### src/rtl/seq_trigger_conditioner.sv
// Turns the asynchronous MZ and Rabi trigger pins into one-cycle sequencer starts.
// The path is: synchronise, debounce, rising-edge detect, arbitrate (MZ wins), then hold-off FSM.
//
// state | meaning
// IDLE  | waiting for a trigger event
// PEND  | one trigger latched in the slot, waiting for seq_busy to drop
// HOLD  | start emitted, dead time running; new events are dropped and counted
module seq_trigger_conditioner #(
   parameter int SYNC_STAGES = 2,
   parameter int DEBOUNCE    = 333,
   parameter int HOLDOFF     = 33300,
   parameter int OVR_W       = 8
) (
   input  logic             clk,
   input  logic             rst,
   input  logic             mz_trig_in,
   input  logic             rabi_trig_in,
   input  logic             seq_busy,
   output logic             mz_start,
   output logic             rabi_start,
   output logic             pending,
   output logic             holdoff_active,
   output logic [OVR_W-1:0] overrun_cnt
);

   localparam int DW = (DEBOUNCE > 1) ? $clog2(DEBOUNCE) : 1;
   localparam int TW = (HOLDOFF > 1) ? $clog2(HOLDOFF) : 1;
   localparam logic [TW-1:0] T_LOAD = (HOLDOFF > 0) ? TW'(HOLDOFF - 1) : '0;

   typedef enum logic [1:0] {IDLE, PEND, HOLD} state_t;

   logic [1:0] trig_raw;
   logic [1:0] ev;
   assign trig_raw = {rabi_trig_in, mz_trig_in};

   for (genvar c = 0; c < 2; c++) begin : g_ch
      logic [SYNC_STAGES-1:0] sync_sr;
      logic                   sync_out;
      logic                   deb;
      logic                   deb_d1;
      logic                   ev_r;
      logic [DW-1:0]          dcnt;

      assign sync_out = sync_sr[SYNC_STAGES-1];
      assign ev[c]    = ev_r;

      always_ff @(posedge clk or posedge rst) begin
         if (rst) begin
            sync_sr <= '0;
            deb     <= 1'b0;
            deb_d1  <= 1'b0;
            ev_r    <= 1'b0;
            dcnt    <= '0;
         end else begin
            sync_sr <= {sync_sr[SYNC_STAGES-2:0], trig_raw[c]};
            deb_d1  <= deb;
            ev_r    <= deb & ~deb_d1;
            if (sync_out != deb) begin
               if (dcnt == DW'(DEBOUNCE - 1)) begin
                  deb  <= sync_out;
                  dcnt <= '0;
               end else begin
                  dcnt <= dcnt + DW'(1);
               end
            end else begin
               dcnt <= '0;
            end
         end
      end
   end

   // Registered arbitration: MZ wins a tie, the losing Rabi event becomes a drop.
   logic arb_mz_q, arb_rabi_q, arb_drop_q, busy_q;

   always_ff @(posedge clk or posedge rst) begin
      if (rst) begin
         arb_mz_q   <= 1'b0;
         arb_rabi_q <= 1'b0;
         arb_drop_q <= 1'b0;
         busy_q     <= 1'b0;
      end else begin
         arb_mz_q   <= ev[0];
         arb_rabi_q <= ev[1] & ~ev[0];
         arb_drop_q <= ev[0] & ev[1];
         busy_q     <= seq_busy;
      end
   end

   state_t           state_q, state_d;
   logic             slot_q, slot_d;
   logic [TW-1:0]    tmr_q, tmr_d;
   logic             mz_d, rabi_d, evt;
   logic [1:0]       drop_n;
   logic [OVR_W:0]   ovr_sum;
   logic [OVR_W-1:0] ovr_d;

   always_comb begin
      state_d = state_q;
      slot_d  = slot_q;
      tmr_d   = tmr_q;
      mz_d    = 1'b0;
      rabi_d  = 1'b0;
      drop_n  = {1'b0, arb_drop_q};
      evt     = arb_mz_q | arb_rabi_q;
      case (state_q)
         IDLE: begin
            if (evt) begin
               if (!busy_q) begin
                  mz_d    = arb_mz_q;
                  rabi_d  = arb_rabi_q;
                  tmr_d   = T_LOAD;
                  state_d = HOLD;
               end else begin
                  slot_d  = arb_rabi_q;
                  state_d = PEND;
               end
            end
         end
         PEND: begin
            if (evt) drop_n = drop_n + 2'd1;
            if (!busy_q) begin
               mz_d    = ~slot_q;
               rabi_d  = slot_q;
               tmr_d   = T_LOAD;
               state_d = HOLD;
            end
         end
         HOLD: begin
            if (evt) drop_n = drop_n + 2'd1;
            if (tmr_q == '0) state_d = IDLE;
            else             tmr_d   = tmr_q - TW'(1);
         end
         default: state_d = IDLE;
      endcase
      ovr_sum = {1'b0, overrun_cnt} + (OVR_W+1)'(drop_n);
      ovr_d   = ovr_sum[OVR_W] ? '1 : ovr_sum[OVR_W-1:0];
   end

   always_ff @(posedge clk or posedge rst) begin
      if (rst) begin
         state_q        <= IDLE;
         slot_q         <= 1'b0;
         tmr_q          <= '0;
         mz_start       <= 1'b0;
         rabi_start     <= 1'b0;
         pending        <= 1'b0;
         holdoff_active <= 1'b0;
         overrun_cnt    <= '0;
      end else begin
         state_q        <= state_d;
         slot_q         <= slot_d;
         tmr_q          <= tmr_d;
         mz_start       <= mz_d;
         rabi_start     <= rabi_d;
         pending        <= (state_d == PEND);
         holdoff_active <= (state_d == HOLD);
         overrun_cnt    <= ovr_d;
      end
   end

endmodule
### config.mk
export PLATFORM = sky130hd
export DESIGN_NAME = seq_trigger_conditioner
export DESIGN_NICKNAME = d
export VERILOG_FILES = /design/src/rtl/seq_trigger_conditioner.sv
export SDC_FILE = /design/constraint.sdc
export NUM_CORES = 1
export LEC_CHECK = 0
export CAP_MARGIN = 25
export CORE_ASPECT_RATIO = 1.1
export CORE_MARGIN = 4
export CORE_UTILIZATION = 30
export DETAILED_ROUTE_END_ITERATION = 10
export GPL_TIMING_DRIVEN = 0
export PLACE_DENSITY = 0.42
export SYNTH_ARGS = -nofsm -noshare
export SYNTH_HDL_FRONTEND = slang
export SYNTH_SLANG_ARGS = --single-unit
### constraint.sdc
create_clock -name clk -period 7.1 [get_ports clk]
set_clock_uncertainty 0.1 [all_clocks]
set_input_delay 1.775 -clock clk [delete_from_list [all_inputs] [get_ports clk]]
set_output_delay 1.775 -clock clk [all_outputs]
set_load 0.01 [all_outputs]
==> results.json <==
{
  "rsz0062_at_grt": "no",
  "synth_area_leader_cell": "dfrtp_1",
  "hold_path_class": "flop to flop",
  "final_max_slew_viol_count": 0,
  "grt_first_pass_wirelength_um": 11300,
  "ioPinCount": 17,
  "cts_hold_buf": 0,
  "drive_gt1_share_pct": 9.15,
  "grt_pass1_vias": 2346,
  "synthCells": 296,
  "period_share_pct": 46.1,
  "met3_usage_pct": 2.02,
  "firstDrtPassIters": 4,
  "core_um2": 9980,
  "use_met2_pct": 19.0,
  "reg2reg_slack_ns": 4.39,
  "max_freq_mhz": 305,
  "synthFlopType": "dfrtp_1",
  "crit_family": "buffers and inverters",
  "period_needed_ns": 3.27,
  "synthAdderAreaFrac_pct": 5.47,
  "syn_to_final_growth_pct": 17.5,
  "end_kind": "output pin",
  "gr-total-overflow": 0,
  "power.density_nw_per_um2": 205,
  "via_per_inst": 4.85,
  "clock_path_buffers": 2,
  "synth_mux_area_share_pct": 3.54,
  "htreeDepth": 3,
  "die-area_um2": 12100,
  "ys_top_cells_by_area": "dfrtp_1 (51%), ha_1 (4.8%), xor2_1 (4.8%), nor2_1 (3.3%), nand2_1 (2.7%)",
  "num_rows": 38,
  "grt.busiest_layer": "met2",
  "crit_buf_inv": 1,
  "num-nets-final": 341,
  "use_met1_pct": 14.7,
  "tns_ns": 0,
  "cp_cell_sequence": "clkdlybuf4s50_1",
  "cts_setup_buffers": 0,
  "synth_seq_area_share_pct": 50.7,
  "synth_fp_nets": 314,
  "grt_max_degree": 64,
  "grt.total_usage_pct": 11.5,
  "crit_path_start_kind": "flop",
  "syn_area_per_cell_um2": 10.5,
  "synth_xor_area_share_pct": 5.63,
  "min_path_cells": 0,
  "worstPathRequired_ns": 5.22,
  "chipWidth_um": 105,
  "cp_num_cells": 1,
  "ir_drop_mv": 0.0692,
  "leakagePower_nw": 1.66,
  "synthSimpleGateAreaFrac_pct": 22.1,
  "cp_data_arrival_time_ns": 1.40,
  "clock_latency_ns": 0.34,
  "holdPathEnd": "g_ch[1].sync_sr[1]",
  "drc": 0,
  "cts_buffers": 9,
  "cts_num_sinks": 63,
  "whs_ns": 0.253,
  "cap_violations": 0,
  "routed_wl_um": 6160,
  "yosys_warnings": 0,
  "vias": 2172,
  "tightest_slew_ns": 0.773,
  "synth.top_cells.by_count": "dfrtp_1 (63), nor2_1 (27), nand2_1 (22), xor2_1 (17), inv_1 (15)",
  "wl_per_cell_um": 13.7,
  "ys_ff_latch": 63,
  "synth_cell_type_count": 53,
  "r2r_cells": 10,
  "drt-initial-drc-count": 55,
  "dp_hpwl_um": 4240,
  "worst_r2r_endpoint": "overrun_cnt[1]",
  "syn-cell-area_um2": 3110,
  "gp_congestion": 0.764,
  "yosys.cell_count.top_type": "dfrtp_1",
  "slowest_delay_ns": 0.58,
  "status": "completed",
  "r2r_start": "arb_rabi_q",
  "nFillCells": 1003,
  "relSlewSlack_pct": 48.5,
  "antenna_cells": 0,
  "antenna_found_initial": 0,
  "cts_resized": 0,
  "final_cell_area_um2": 3650,
  "critPathKind": "flop to output pin",
  "path_max_fanout": 7,
  "initial_core_util_pct": 31.2,
  "hold_start": "g_ch[1].sync_sr[0]",
  "async_flop_share_pct": 100,
  "synth_edf_count": 0,
  "synth_top_family_by_area": "simple AND/OR/NAND/NOR gates",
  "hold_viol": 0,
  "antenna_left": 0,
  "cp_slowest_cell": "clkdlybuf4s50_1",
  "numPortBuffers": 16,
  "clk_pin_slew_ns": 0.08,
  "fp.dieH_um": 115,
  "placed_area_um2": 3420,
  "root_buffer": "clkbuf_8",
  "synth_top_cell_area_share_pct": 50.7,
  "synth_compound_area_share_pct": 9.53,
  "tritoncts": "done",
  "finalSetupViolCount": 0
}
[worst max path at each step]
stage	slack [ns]	to	start
2_1_floorplan	3.66	arb_drop_q	rst
3_3_place_gp	2.38	holdoff_active	rst
3_5_place_dp	4.08	overrun_cnt[6]	rst
4_1_cts	3.79	overrun_cnt[2]	overrun_cnt[2]
5_1_grt	3.76	overrun_cnt[2]	overrun_cnt[2]
6_report	3.83	overrun_cnt[2]	overrun_cnt[2]
[power by group]
| part | internal, W | switching, W | leakage [nW] |
|---|---|---|---|
| Combinational | 0.00000663 | 0.0000129 | 0.684 |
| Clock | 0.000209 | 0.000152 | 0.109 |
| Sequential | 0.000363 | 0.00000448 | 0.864 |
| Total | 0.000579 | 0.000170 | 1.66 |
[through the flow]
| step | worst slack, ns | power (W) | instances | utilization (%) |
|---|---|---|---|---|
| floorplan | 3.66 | 0.000387 | 296 | - |
| global placement | 2.38 | 0.000395 | 432 | 34.3 |
| detailed placement | 4.08 | 0.000395 | 432 | 34.3 |
| CTS | 3.79 | 0.000768 | 448 | 36.6 |
| global route | 3.76 | 0.000784 | 448 | 36.6 |
| finish | 3.83 | 0.000748 | 448 | 36.6 |
[state kept, by name (all words and copies together), names as in the netlist, 2 cells and up]
name,flops
g_ch.ev_r,2
g_ch.dcnt,18
tmr_q,16
state_q,2
overrun_cnt,8
g_ch.deb_d1,2
g_ch.deb,2
g_ch.sync_sr,4
[cells by family after synthesis]
group           count (synthesis)
xor+xnor                       20
fa+ha+maj                      13
simple gates                  123
mux                            10
flops                          63
compound gates                 45
buf+inv                        22
[per-layer routing]
metal	routed length [um]	up-vias	part of all wire [%]
met5	0	-	0
met4	122	0	2.0
met3	131	10	2.1
met2	2910	19	47
met1	3000	1030	49
li1	-	1113	-
[layout by cell type (no fill, tap or decap), types with 5 or more instances in the layout]
cell	instances
clkbuf_8	10
nor3_1	5
nand2_1	22
o21ai_0	7
ha_1	12
nand2b_1	7
inv_1	14
mux2_2	5
o31ai_1	7
dfrtp_1	63
or4_1	8
xor2_1	17
nand4_1	9
nand3_1	9
and2_1	6
a21oi_1	14
nor2_1	27
clkdlybuf4s50_1	16
[cell type report]
class | instances | area [um^2] | share of cell area, %
timing repair buffer | 16 | 160 | 4.38
inverter | 15 | 58.8 | 1.61
tap | 120 | 150 | 4.11
buffer | 7 | 38.8 | 1.06
clock inverter | 6 | 92.6 | 2.53
multi-input combinational | 211 | 1440 | 39.4
sequential | 63 | 1580 | 43.2
clock buffer | 10 | 138 | 3.77
Power figures use the tool's default switching activity.
